$ cat config.mk
export PLATFORM = sky130hd
export DESIGN_NAME = timer_device
export DESIGN_NICKNAME = d
export VERILOG_FILES = /design/src/rtl/timer_pkg.sv /design/src/rtl/timer_prescaler.sv /design/src/rtl/timer_device.sv
export SDC_FILE = /design/constraint.sdc
export NUM_CORES = 1
export LEC_CHECK = 0
export CELL_PAD_IN_SITES_DETAIL_PLACEMENT = 1
export CELL_PAD_IN_SITES_GLOBAL_PLACEMENT = 1
export CORE_MARGIN = 2
export CORE_UTILIZATION = 47
export DETAILED_ROUTE_END_ITERATION = 8
export GPL_ROUTABILITY_DRIVEN = 1
export PLACE_DENSITY_LB_ADDON = 0.1
export SLEW_MARGIN = 20
export SYNTH_ARGS = -nofsm -noshare
export SYNTH_HDL_FRONTEND = slang
export SYNTH_SLANG_ARGS = --single-unit
$ cat constraint.sdc
create_clock -name clock -period 5.53 [get_ports clock]
set_clock_uncertainty 0.1 [all_clocks]
set_input_delay 1.106 -clock clock [delete_from_list [all_inputs] [get_ports clock]]
set_output_delay 1.106 -clock clock [all_outputs]
set_load 0.01 [all_outputs]
$ cat src/rtl/timer_pkg.sv
// Shared register map, bit indices and state type for the bus timer.
package timer_pkg;

  localparam logic [15:0] DEVICE_ID   = 16'h0300;
  localparam logic [15:0] DEVICE_TYPE = 16'h0004;

  localparam logic [3:0] CTRL_ID     = 4'd0;
  localparam logic [3:0] CTRL_TYPE   = 4'd1;
  localparam logic [3:0] CTRL_FLAGS  = 4'd2;
  localparam logic [3:0] CTRL_STATUS = 4'd3;

  localparam logic [7:0] BANK_PRESCALE = 8'd0;
  localparam logic [7:0] BANK_RELOAD   = 8'd1;
  localparam logic [7:0] BANK_COUNT    = 8'd2;

  localparam int unsigned FLAG_ENABLE      = 0;
  localparam int unsigned FLAG_AUTO_RELOAD = 1;
  localparam int unsigned FLAG_IRQ_EN      = 2;

  localparam int unsigned STAT_EXPIRED = 0;
  localparam int unsigned STAT_RUNNING = 1;

  typedef enum logic {IDLE, RUN} state_e;

endpackage

$ cat src/rtl/timer_prescaler.sv
// Tick generator: counts 0..limit while enabled and pulses tick on the wrap cycle.
module timer_prescaler (
  input  logic        clock,
  input  logic        reset,
  input  logic        enable,
  input  logic [15:0] limit,
  output logic        tick
);

  logic [15:0] cnt_q, cnt_d;

  // >= so that lowering limit below the current count still wraps promptly
  always_comb begin
    tick  = enable && (cnt_q >= limit);
    cnt_d = '0;
    if (enable && !tick) begin
      cnt_d = cnt_q + 16'd1;
    end
  end

  always_ff @(posedge clock or posedge reset) begin
    if (reset) begin
      cnt_q <= '0;
    end else begin
      cnt_q <= cnt_d;
    end
  end

endmodule

$ cat src/rtl/timer_device.sv
// Down-counting bus timer: register file, read decode and count state machine.
// Optional interrupt output and FLAGS.IRQ_EN storage are built when TIMER_IRQ_EN is defined.
module timer_device
  import timer_pkg::*;
(
  input  logic        clock,
  input  logic        reset,
  input  logic        write_enable,
  input  logic        control,
  input  logic [7:0]  address,
  input  logic [15:0] data_in,
  output logic [15:0] data_out,
  output logic        irq
);

  state_e      state_q, state_d;
  logic [15:0] prescale_q, prescale_d;
  logic [15:0] reload_q, reload_d;
  logic [15:0] count_q, count_d;
  logic        auto_q, auto_d;
  logic        expired_q, expired_d;
  logic        running, tick, expire, irq_en;
  logic        flags_wr, status_wr, prescale_wr, reload_wr, count_wr;

  assign running     = (state_q == RUN);
  assign flags_wr    = write_enable && control && (address[3:0] == CTRL_FLAGS);
  assign status_wr   = write_enable && control && (address[3:0] == CTRL_STATUS);
  assign prescale_wr = write_enable && !control && (address == BANK_PRESCALE);
  assign reload_wr   = write_enable && !control && (address == BANK_RELOAD);
  assign count_wr    = write_enable && !control && (address == BANK_COUNT);

  timer_prescaler u_prescaler (
    .clock  (clock),
    .reset  (reset),
    .enable (running),
    .limit  (prescale_q),
    .tick   (tick)
  );

  always_comb begin
    state_d    = state_q;
    prescale_d = prescale_q;
    reload_d   = reload_q;
    count_d    = count_q;
    auto_d     = auto_q;
    expired_d  = expired_q;
    expire     = 1'b0;

    // A COUNT write on the same edge drops the tick entirely
    if (running && tick && !count_wr) begin
      if (count_q != 16'd0) begin
        count_d = count_q - 16'd1;
      end else begin
        expire = 1'b1;
        if (auto_q) begin
          count_d = reload_q;
        end else begin
          state_d = IDLE;
        end
      end
    end

    if (prescale_wr) prescale_d = data_in;
    if (reload_wr)   reload_d   = data_in;
    if (count_wr)    count_d    = data_in;
    if (flags_wr) begin
      state_d = data_in[FLAG_ENABLE] ? RUN : IDLE;
      auto_d  = data_in[FLAG_AUTO_RELOAD];
    end

    if (status_wr && data_in[STAT_EXPIRED]) expired_d = 1'b0;
    if (expire) expired_d = 1'b1;
  end

  always_ff @(posedge clock or posedge reset) begin
    if (reset) begin
      state_q    <= IDLE;
      prescale_q <= '0;
      reload_q   <= '0;
      count_q    <= '0;
      auto_q     <= 1'b0;
      expired_q  <= 1'b0;
    end else begin
      state_q    <= state_d;
      prescale_q <= prescale_d;
      reload_q   <= reload_d;
      count_q    <= count_d;
      auto_q     <= auto_d;
      expired_q  <= expired_d;
    end
  end

`ifdef TIMER_IRQ_EN
  logic irq_en_q;

  always_ff @(posedge clock or posedge reset) begin
    if (reset) begin
      irq_en_q <= 1'b0;
    end else if (flags_wr) begin
      irq_en_q <= data_in[FLAG_IRQ_EN];
    end
  end

  assign irq_en = irq_en_q;
  assign irq    = expired_q & irq_en_q;
`else
  assign irq_en = 1'b0;
  assign irq    = 1'b0;
`endif

  always_comb begin
    data_out = '0;
    if (control) begin
      case (address[3:0])
        CTRL_ID:     data_out = DEVICE_ID;
        CTRL_TYPE:   data_out = DEVICE_TYPE;
        CTRL_FLAGS:  data_out = {13'd0, irq_en, auto_q, running};
        CTRL_STATUS: data_out = {14'd0, running, expired_q};
        default:     data_out = '0;
      endcase
    end else begin
      case (address)
        BANK_PRESCALE: data_out = prescale_q;
        BANK_RELOAD:   data_out = reload_q;
        BANK_COUNT:    data_out = count_q;
        default:       data_out = '0;
      endcase
    end
  end

endmodule

==> flow_summary_export.csv <==
group,metric,value,unit
global_route,track_usage,27.9,%
critical_path,critPathArrivalTime,3.82,ns
outcome,status,"completed",
floorplan,ioPinCount,45,
critical_path,worstPathMaxFanout,18,
clock_tree,clockBufferDepth,2,
timing,rsz0062_at_grt,"false",
yosys,synth-edff-count,0,
clock_tree,numCtsBuffers,9,
route,wl,11.7,mm
timing,slew_viol_final,0,
clock_tree,insertion_delay,0.36,ns
route,met2_length,5.70,mm
critical_path,worstPathRequired,4.32,ns
run,drv_cap,0,
global_route,grt_max_degree,36,
final_layout,drive_above_1_share,9.38,%
route,via_count,3419,
final_layout,stdcell_area,4700,µm²
yosys,ys_seq_area_share,42.2,%
power,peakVddDrop,135,µV
final_layout,syn2layout_area_growth,18.1,%
placement,post-dp-hpwl,8.63,mm
power,p_leak,2.01,nW
global_route,grt_pass1_wl,19.0,mm
yosys,synth_ff_type,"dfrtp_1",
route,wl_met1,5.21,mm
global_route,grt_pass1_vias,3650,
route,highest_layer,"met4",
route,first_pass_iters,6,
power,finalPower,1.10,mW
critical_path,path_class,"in2out",
timing,fin_crit_sh,91.0,%
global_route,antenna_found_initial,0,
yosys,syn_area_per_cell,9.27,µm²
clock_tree,cts_resized,0,
floorplan,die_y,96.0,µm
placement,gp_congestion,0.854,
floorplan,die-area,9220,µm²
power,seqPwrFrac,48.3,%
floorplan,initial_utilization,48.4,%
yosys,async_reset_ff_share,100,%
timing,max_slew_margin,28.3,%
floorplan,core.rowCount,33,
power,p_sw_share,24.6,%
timing,holdWs,0.431,ns
yosys,synth.area.top_cells,"dfrtp_1, ha_1, nor2_1, mux2_2, nand2_1",
power,p_sw,0.271,mW
yosys,mappedNetlistArea,3980,µm²
route,routedWlPerCell,20.3,µm
floorplan,die_width,96.0,µm
final_layout,final_common_cell,"dfrtp_1",
power,powerDensity,235,nW/µm²
clock_tree,clk_pin_slew,0.07,ns
route,ant_nets,0,
timing,finalSetupViolCount,0,
final_layout,final_cell_mix,"dfrtp_1, nor2_1, clkdlybuf4s50_1, nand2_1, inv_1",
critical_path,cp_common_cell,"clkdlybuf4s50_1",
timing,fin_tns_setup,0,ns
yosys,synthesis.nets,476,
route,viasPerCell,5.96,
critical_path,startpoint_type,"input pin",
power,clkPwrFrac,42.8,%
clock_tree,ctsHoldBuffers,0,
clock_tree,htreeDepth,3,
floorplan,coreArea,8220,µm²
yosys,synth_top_area_share,42.2,%
clock_tree,root_buffer,"clkbuf_8",
yosys,ys_ff_latch,67,
timing,worst_pin_slew,1.07,ns
timing,max_freq,199,MHz
yosys,syn-instance-count,429,
timing,hold_viol_final,0,
global_route,grt-ovfl-total,0,
power,combPwrFrac,8.8,%
clock_tree,clock_sinks,67,
yosys,ys.warnings.count,0,
final_layout,antennaDiodeCount,0,
power,power.internal,0.832,mW
clock_tree,post-cts-setup-buffers,0,
timing,fin_crit,5.03,ns
placement,portBuffers,43,
clock_tree,cts_tree,"built",
final_layout,fin_util,57.2,%
placement,place_area,4470,µm²
yosys,yosys.area.top_type,"dfrtp_1",
yosys,synth_cell_types,51,
route,drt_iter0_markers,232,
critical_path,cp_slowest_stage_delay,0.70,ns
worst_hold_path,holdCritPathClass,"reg2reg",
route,dr_wl_met3,467,µm
final_layout,fin_nets,511,
critical_path,slowest_stage,"and3_1",
route,drc,0,
critical_path,cp_cell_sequence,"clkdlybuf4s50_1 > nor3_1 > and3_1 > a222oi_1 > o21ai_0 > clkdlybuf4s50_1",
critical_path,critPathCaptureType,"output pin",
==> area by class of cell <==
type,instances,area [µm²]
fill,945,3520
timing repair buffer,49,475
sequential,67,1680
inverter,22,82.6
clock inverter,4,72.6
multi-input combinational,315,2100
clock buffer,12,155
tap,105,131
==> registers in the layout, summed over array words and instances (netlist names) <==
| name | count |
|---|---|
| auto_q | 1 |
| count_q | 16 |
| expired_q | 1 |
| prescale_q | 16 |
| reload_q | 16 |
| running | 1 |
| u_prescaler.cnt_q | 16 |
==> per-stage QoR <==
stage          cells  worst slack [ns]
6_report         574             0.499
4_1_cts          574             0.512
2_1_floorplan    429              1.49
3_3_place_gp     558             0.633
5_1_grt          574             0.290
3_5_place_dp     558             0.529
==> cells in the mapped netlist, types with 2 or more instances <==
cell,n
nand2b_1,2
or3_1,2
mux2i_1,15
xnor2_1,9
a211oi_1,4
nand2_1,42
mux2_2,15
a21oi_1,13
buf_2,2
a21o_1,3
o22ai_1,3
and2_1,2
clkbuf_1,18
o21ai_1,16
mux2_1,2
and3_1,5
buf_1,2
buf_6,2
inv_1,22
nor4b_1,4
or4_1,3
nor2_1,48
or2_2,3
nor3_1,16
a222oi_1,15
nand3_1,10
a221o_1,4
dfrtp_1,67
a221oi_1,2
nor4_1,8
o21ai_0,18
nand4_1,4
xor2_1,11
o21a_1,2
ha_1,19
==> critical path: cells and delay by family <==
kind	cells	cell delay [ns]
buffers and inverters	2	1.10
AOI/OAI and AO/OA	2	0.41
and+or+nand+nor	2	1.21
==> path summary, 6_finish.rpt <==
check	start	to	slack (ns)	depth (start not counted)
max in group asynchronous	reset	count_q[0]	3.27	3
worst max register to register	count_q[3]	count_q[11]	2.17	6
worst min register to register	u_prescaler.cnt_q[0]	u_prescaler.cnt_q[0]	0.43	1
min in group asynchronous	reset	u_prescaler.cnt_q[15]	1.11	2
worst min-delay path	u_prescaler.cnt_q[0]	u_prescaler.cnt_q[0]	0.43	1
worst max-delay path	address[0]	data_out[9]	0.50	6
==> metal layers <==
metal / vias to the layer above / track usage (%)
li1: 1622 / -
met1: 1705 / 37.8
met2: 72 / 44.3
met3: 20 / 5.01
met4: 0 / 11.2
met5: - / 0
==> power groups by stage <==
stage                     Combinational [mW]  Clock, mW  Sequential [mW]
after CTS                             0.0983      0.477            0.533
final                                 0.0974      0.472            0.533
after detailed placement              0.0972          0            0.542
after global placement                0.0928          0            0.542
after global routing                   0.110      0.503            0.537
after floorplan                       0.0540          0            0.534
==> logic make-up (layout without fill, tap and decap cells) <==
family | count (synthesis) | in the layout | share of synthesized area, %
muxes | 32 | 32 | 8.59
other | 1 | 1 | 0.0943
and+or+nand+nor | 158 | 158 | 19.4
DFF | 67 | 67 | 42.2
xor gates and xnor gates | 20 | 20 | 4.40
buffers and inverters | 47 | 87 | 4.97
adders and majority gates | 19 | 19 | 5.98
AOI/OAI and AO/OA | 85 | 85 | 14.4
No activity file was read; power rests on OpenSTA's default activity.
==> RTL change 1 (same flow settings) <==
Add a define of `TIMER_IRQ_EN`.
--- a/src/rtl/timer_device.sv
+++ b/src/rtl/timer_device.sv
@@ -1,4 +1,6 @@
 // Down-counting bus timer: register file, read decode and count state machine.
 // Optional interrupt output and FLAGS.IRQ_EN storage are built when TIMER_IRQ_EN is defined.
+`define TIMER_IRQ_EN
+
 module timer_device
   import timer_pkg::*;
Behaviour: not the same (a bounded check fails within 4 cycles, from zero or initial values and one cycle with reset high).
==> RTL change 1 against the unedited design <==
  * Final area grew 6.2%
  * Sequential cell count grew 1
  * Highest routed layer unchanged
  * Synthesized area grew 7.8%
  * Worst setup slack gained 0.37 ns
  * Global-route usage decreased by 1.8 points
  * Critical path depth did not move
  * Wire length is 2.2% higher
Power is not compared: it rests on default switching activity, and its combinational part moved more than twofold at a synthesized area within 25%.
==> RTL change 1: results (changes against the unedited design) <==
| Metric | Value |
|---|---|
| CP Capture Point | `data_out[2] (was data_out[9])` |
| R2r setup slk | `2.21 ns (was 2.17 ns)` |
| First-pass GRT wire length | `20000 um (was 19000 um)` |
| FF-to-FF End | `count_q[2]$_DFFE_PP0P_ (was count_q[11]$_DFFE_PP0P_)` |
| Syn_nets | `505 (was 476)` |
| Most frequent cells after synthesis | `dfrtp_1 (68), nor2_1 (63), mux2_2 (36) (was dfrtp_1 (67), nor2_1 (48), nand2_1 (42))` |
| DR iter-0 viols | `167 (was 232)` |
| Yosys cell types | `53 (was 51)` |
| Layout fillers | `1027 (was 945)` |
| Outcome | `finished, final reports clean (unchanged)` |
| Largest net degree at the start of global routing | `37 (was 36)` |
| Depth of the worst register-to-register path | `8 (was 6)` |
| Gpl congestion | `0.820 (was 0.854)` |
| Post-Place Setup Slack | `0.841 ns (was 0.529 ns)` |
| Top cells by area, synth | `dfrtp_1 (40%), mux2_2 (9.5%), ha_1 (5.5%) (was dfrtp_1 (42%), ha_1 (6.0%), nor2_1 (4.5%))` |
| Crit path DAT | `3.46 ns (was 3.82 ns)` |
| Aggregate routed wire length | `11900 um (was 11700 um)` |
| Vias in the first global route | `3917 (was 3650)` |
| CP Launch Point | `control (was address[0])` |
| Layout cells sized above 1 | `13.6% (was 9.38%)` |
| Fin crit period | `4.66 ns (was 5.03 ns)` |
| Crit-path slowest cell | `clkdlybuf4s50_1 (was and3_1)` |
| Global-route usage over all layers | `26.1% (was 27.9%)` |
| TritonRoute pass-1 iters | `4 (was 6)` |
| DP Wirelength | `8670 um (was 8630 um)` |
| CP max FO | `15 (was 18)` |
| Clk_lat worst skew | `0.34 ns (was 0.36 ns)` |
| Area after DPL | `4820 um^2 (was 4470 um^2)` |
| Critical Path Max Stage Delay | `0.56 ns (was 0.70 ns)` |
| Tightest Pin Transition | `1.02 ns (was 1.07 ns)` |
RTL change 1: changes by cell type after synthesis, moves of 13 or more:
cell / unedited run / this run
a21oi_1: 13 / 26
mux2_2: 15 / 36
a222oi_1: 15 / 0
nor2_1: 48 / 63
o21ai_1: 16 / 1
RTL change 1: cell families (layout without fill, tap and decap cells):
group,count (synthesis),after routing,share of synthesized area (%)
AOI/OAI and AO/OA,81,81,11.9
and+or+nand+nor,159,159,18.0
xor gates and xnor gates,24,24,4.90
adders and majority gates,19,19,5.55
buffers and inverters,47,88,4.35
DFF,68,68,39.7
muxes,60,60,15.6
RTL change 1: worst min-delay path by stage:
stage | from | endpoint | slack (ns) | depth (start not counted)
2_1_floorplan | u_prescaler.cnt_q[0]$_DFF_PP0_ | u_prescaler.cnt_q[0]$_DFF_PP0_ | 0.39 | 1
3_3_place_gp | reload_q[8]$_DFFE_PP0P_ | reload_q[8]$_DFFE_PP0P_ | 0.41 | 1
3_5_place_dp | reload_q[15]$_DFFE_PP0P_ | reload_q[15]$_DFFE_PP0P_ | 0.42 | 1
4_1_cts | reload_q[15]$_DFFE_PP0P_ | reload_q[15]$_DFFE_PP0P_ | 0.44 | 1
5_1_grt | reload_q[7]$_DFFE_PP0P_ | reload_q[7]$_DFFE_PP0P_ | 0.46 | 1
6_report | reload_q[7]$_DFFE_PP0P_ | reload_q[7]$_DFFE_PP0P_ | 0.44 | 1
RTL change 1: worst register-to-register path, delay by kind of cell (launching register included):
family / cells / cell delay (ns)
compound gates: 2 / 0.89
fa+ha+maj: 1 / 0.31
buf+inv: 1 / 0.07
flops: 1 / 0.39
mux: 1 / 0.37
simple gates: 3 / 1.07
RTL change 1: area by class of cell:
type / count / area, um^2 / share of cell area (%)
Multi-Input combinational cell: 343 / 2400 / 48.1
Sequential cell: 68 / 1700 / 34.1
Timing Repair Buffer: 52 / 500 / 10.0
Clock buffer: 11 / 151 / 3.04
Tap cell: 108 / 135 / 2.71
Inverter: 23 / 86.3 / 1.73
Clock inverter: 2 / 12.5 / 0.251
RTL change 1: layer usage:
| layer | vias to the layer above | GRT usage (%) | share of wire [%] |
|---|---|---|---|
| met4 | 0 | 6.53 | 0.85 |
| met5 | - | 0 | 0 |
| li1 | 1693 | - | - |
| met1 | 1809 | 32.5 | 44 |
| met3 | 7 | 4.71 | 3.2 |
| met2 | 43 | 46.8 | 52 |
RTL change 1: per-stage QoR:
step / power [mW] / hold WS [ns]
after global routing: 1.64 / 0.461
after global placement: 1.16 / 0.410
final: 1.53 / 0.439
after floorplan: 1.05 / 0.385
after CTS: 1.55 / 0.441
after detailed placement: 1.18 / 0.423
RTL change 1: power breakdown:
part | switching [mW] | internal (mW)
combinational | 0.253 | 0.245
clock | 0.182 | 0.179
sequential | 0.115 | 0.561
total | 0.550 | 0.985
==> RTL change 2 (same settings) <==
Made on the original files. Add an input register stage for `write_enable`, `control` and `address`, with the module's reset; this delays them by one clock. The other inputs are not delayed to match.
--- a/src/rtl/timer_device.sv
+++ b/src/rtl/timer_device.sv
@@ -14,4 +14,20 @@
 );
 
+  logic write_enable_q;
+  logic control_q;
+  logic [7:0] address_q;
+
+  always_ff @(posedge clock or posedge reset) begin
+    if (reset) begin
+      write_enable_q <= '0;
+      control_q      <= '0;
+      address_q      <= '0;
+    end else begin
+      write_enable_q <= write_enable;
+      control_q      <= control;
+      address_q      <= address;
+    end
+  end
+
   state_e      state_q, state_d;
   logic [15:0] prescale_q, prescale_d;
@@ -24,9 +40,9 @@
 
   assign running     = (state_q == RUN);
-  assign flags_wr    = write_enable && control && (address[3:0] == CTRL_FLAGS);
-  assign status_wr   = write_enable && control && (address[3:0] == CTRL_STATUS);
-  assign prescale_wr = write_enable && !control && (address == BANK_PRESCALE);
-  assign reload_wr   = write_enable && !control && (address == BANK_RELOAD);
-  assign count_wr    = write_enable && !control && (address == BANK_COUNT);
+  assign flags_wr    = write_enable_q && control_q && (address_q[3:0] == CTRL_FLAGS);
+  assign status_wr   = write_enable_q && control_q && (address_q[3:0] == CTRL_STATUS);
+  assign prescale_wr = write_enable_q && !control_q && (address_q == BANK_PRESCALE);
+  assign reload_wr   = write_enable_q && !control_q && (address_q == BANK_RELOAD);
+  assign count_wr    = write_enable_q && !control_q && (address_q == BANK_COUNT);
 
   timer_prescaler u_prescaler (
@@ -111,6 +127,6 @@
   always_comb begin
     data_out = '0;
-    if (control) begin
-      case (address[3:0])
+    if (control_q) begin
+      case (address_q[3:0])
         CTRL_ID:     data_out = DEVICE_ID;
         CTRL_TYPE:   data_out = DEVICE_TYPE;
@@ -120,5 +136,5 @@
       endcase
     end else begin
-      case (address)
+      case (address_q)
         BANK_PRESCALE: data_out = prescale_q;
         BANK_RELOAD:   data_out = reload_q;
Formal check against the unedited RTL: not equivalent (Yosys sat finds a counterexample within 4 cycles, from zero or initial values and one cycle with reset high).
==> RTL change 2 against the unedited design <==
  * Sequential share of layout area increased by 1.2 points
  * Synthesized area increased by 15%
  * Count of clock-buffer cells in the layout increased by 1
  * Global-route usage decreased by 2.7 points
  * Utilization decreased by 2.7 points
  * Wire length increased by 5.3%
  * Worst setup slack improved by 0.76 ns
  * Final area increased by 11%
  * Combinational power increased by 69%
  * Sequential cell count increased by 10
  * Total power increased by 11%
  * Sequential power increased by 22%
  * Critical path type is now flip-flop to output pin
  * Critical endpoint is now data_out[2]
==> RTL change 2: results (changes against the unedited design) <==
| Metric | Value |
|---|---|
| CP Launch Point | `address_q[3]$_DFF_PP0_ (was address[0])` |
| R2r setup slk | `2.79 ns (was 2.17 ns)` |
| CP Capture Point | `data_out[2] (was data_out[9])` |
| Reg2reg start | `count_q[0]$_DFFE_PP0P_ (was count_q[3]$_DFFE_PP0P_)` |
| Most frequent cells after synthesis | `dfrtp_1 (77), nor2_1 (50), nand2_1 (44) (was dfrtp_1 (67), nor2_1 (48), nand2_1 (42))` |
| DR WL/cell | `19.4 um (was 20.3 um)` |
| Post-route setup slack | `1.26 ns (was 0.499 ns)` |
| Post-synthesis sequential area ratio | `42.1% (was 42.2%)` |
| DR iter-0 viols | `159 (was 232)` |
| DP Wirelength | `8690 um (was 8630 um)` |
| Met3 WL | `188 um (was 467 um)` |
| Drt via density | `5.65 (was 5.96)` |
| Nets | `544 (was 511)` |
| Dpl cells | `619 (was 558)` |
| Vias in the first global route | `3806 (was 3650)` |
| Crit path DAT | `3.06 ns (was 3.82 ns)` |
| Clock share of power | `33.1% (was 42.8%)` |
| Top cells by area, synth | `dfrtp_1 (42%), mux2_2 (7.4%), ha_1 (5.2%) (was dfrtp_1 (42%), ha_1 (6.0%), nor2_1 (4.5%))` |
| Yosys cell types | `62 (was 51)` |
| Gpl congestion | `0.834 (was 0.854)` |
| Layout fillers | `1088 (was 945)` |
| Switch Pwr | `0.352 mW (was 0.271 mW)` |
| Leak Pwr | `2.24 nW (was 2.01 nW)` |
| Global-route usage over all layers | `25.2% (was 27.9%)` |
| Outcome | `finished, final reports clean (unchanged)` |
| Met1 wire length | `5750 um (was 5210 um)` |
| Syn Area/Cell | `9.81 um^2 (was 9.27 um^2)` |
| Post-Place Setup Slack | `1.67 ns (was 0.529 ns)` |
RTL change 2: cell count changes in the layout (fill, tap and decap cells not counted), moves of 7 or more:
cell       unedited run  this run
nor3_1               16         5
o21ai_1              16         4
o2111ai_1             0         8
a21oi_1              13        23
o211ai_1              1         8
mux2_2               15        30
dfrtp_1              67        77
a222oi_1             15         0
RTL change 2: final cells by class:
class / instances / share of cell area, %
clock inverters: 3 / 0.383
clock buffers: 13 / 3.04
repair buffers: 48 / 8.95
inverters: 25 / 1.82
well taps: 133 / 3.18
multi-input cells: 336 / 45.8
flip-flops and latches: 77 / 36.9
RTL change 2: cells by family after synthesis:
group,synth area share (%)
XOR/XNOR,4.40
flip-flops,42.1
AO/OA/AOI/OAI,12.3
other,0.0820
buffers and inverters,5.55
multiplexers,12.0
AND/OR/NAND/NOR,18.3
adder cells (fa/ha/maj),5.20
RTL change 2: routing by layer:
layer	GRT usage [%]	vias to the layer above
met2	42.4	34
met5	0	-
met1	33.1	1822
met3	2.85	18
li1	-	1713
met4	10.6	0
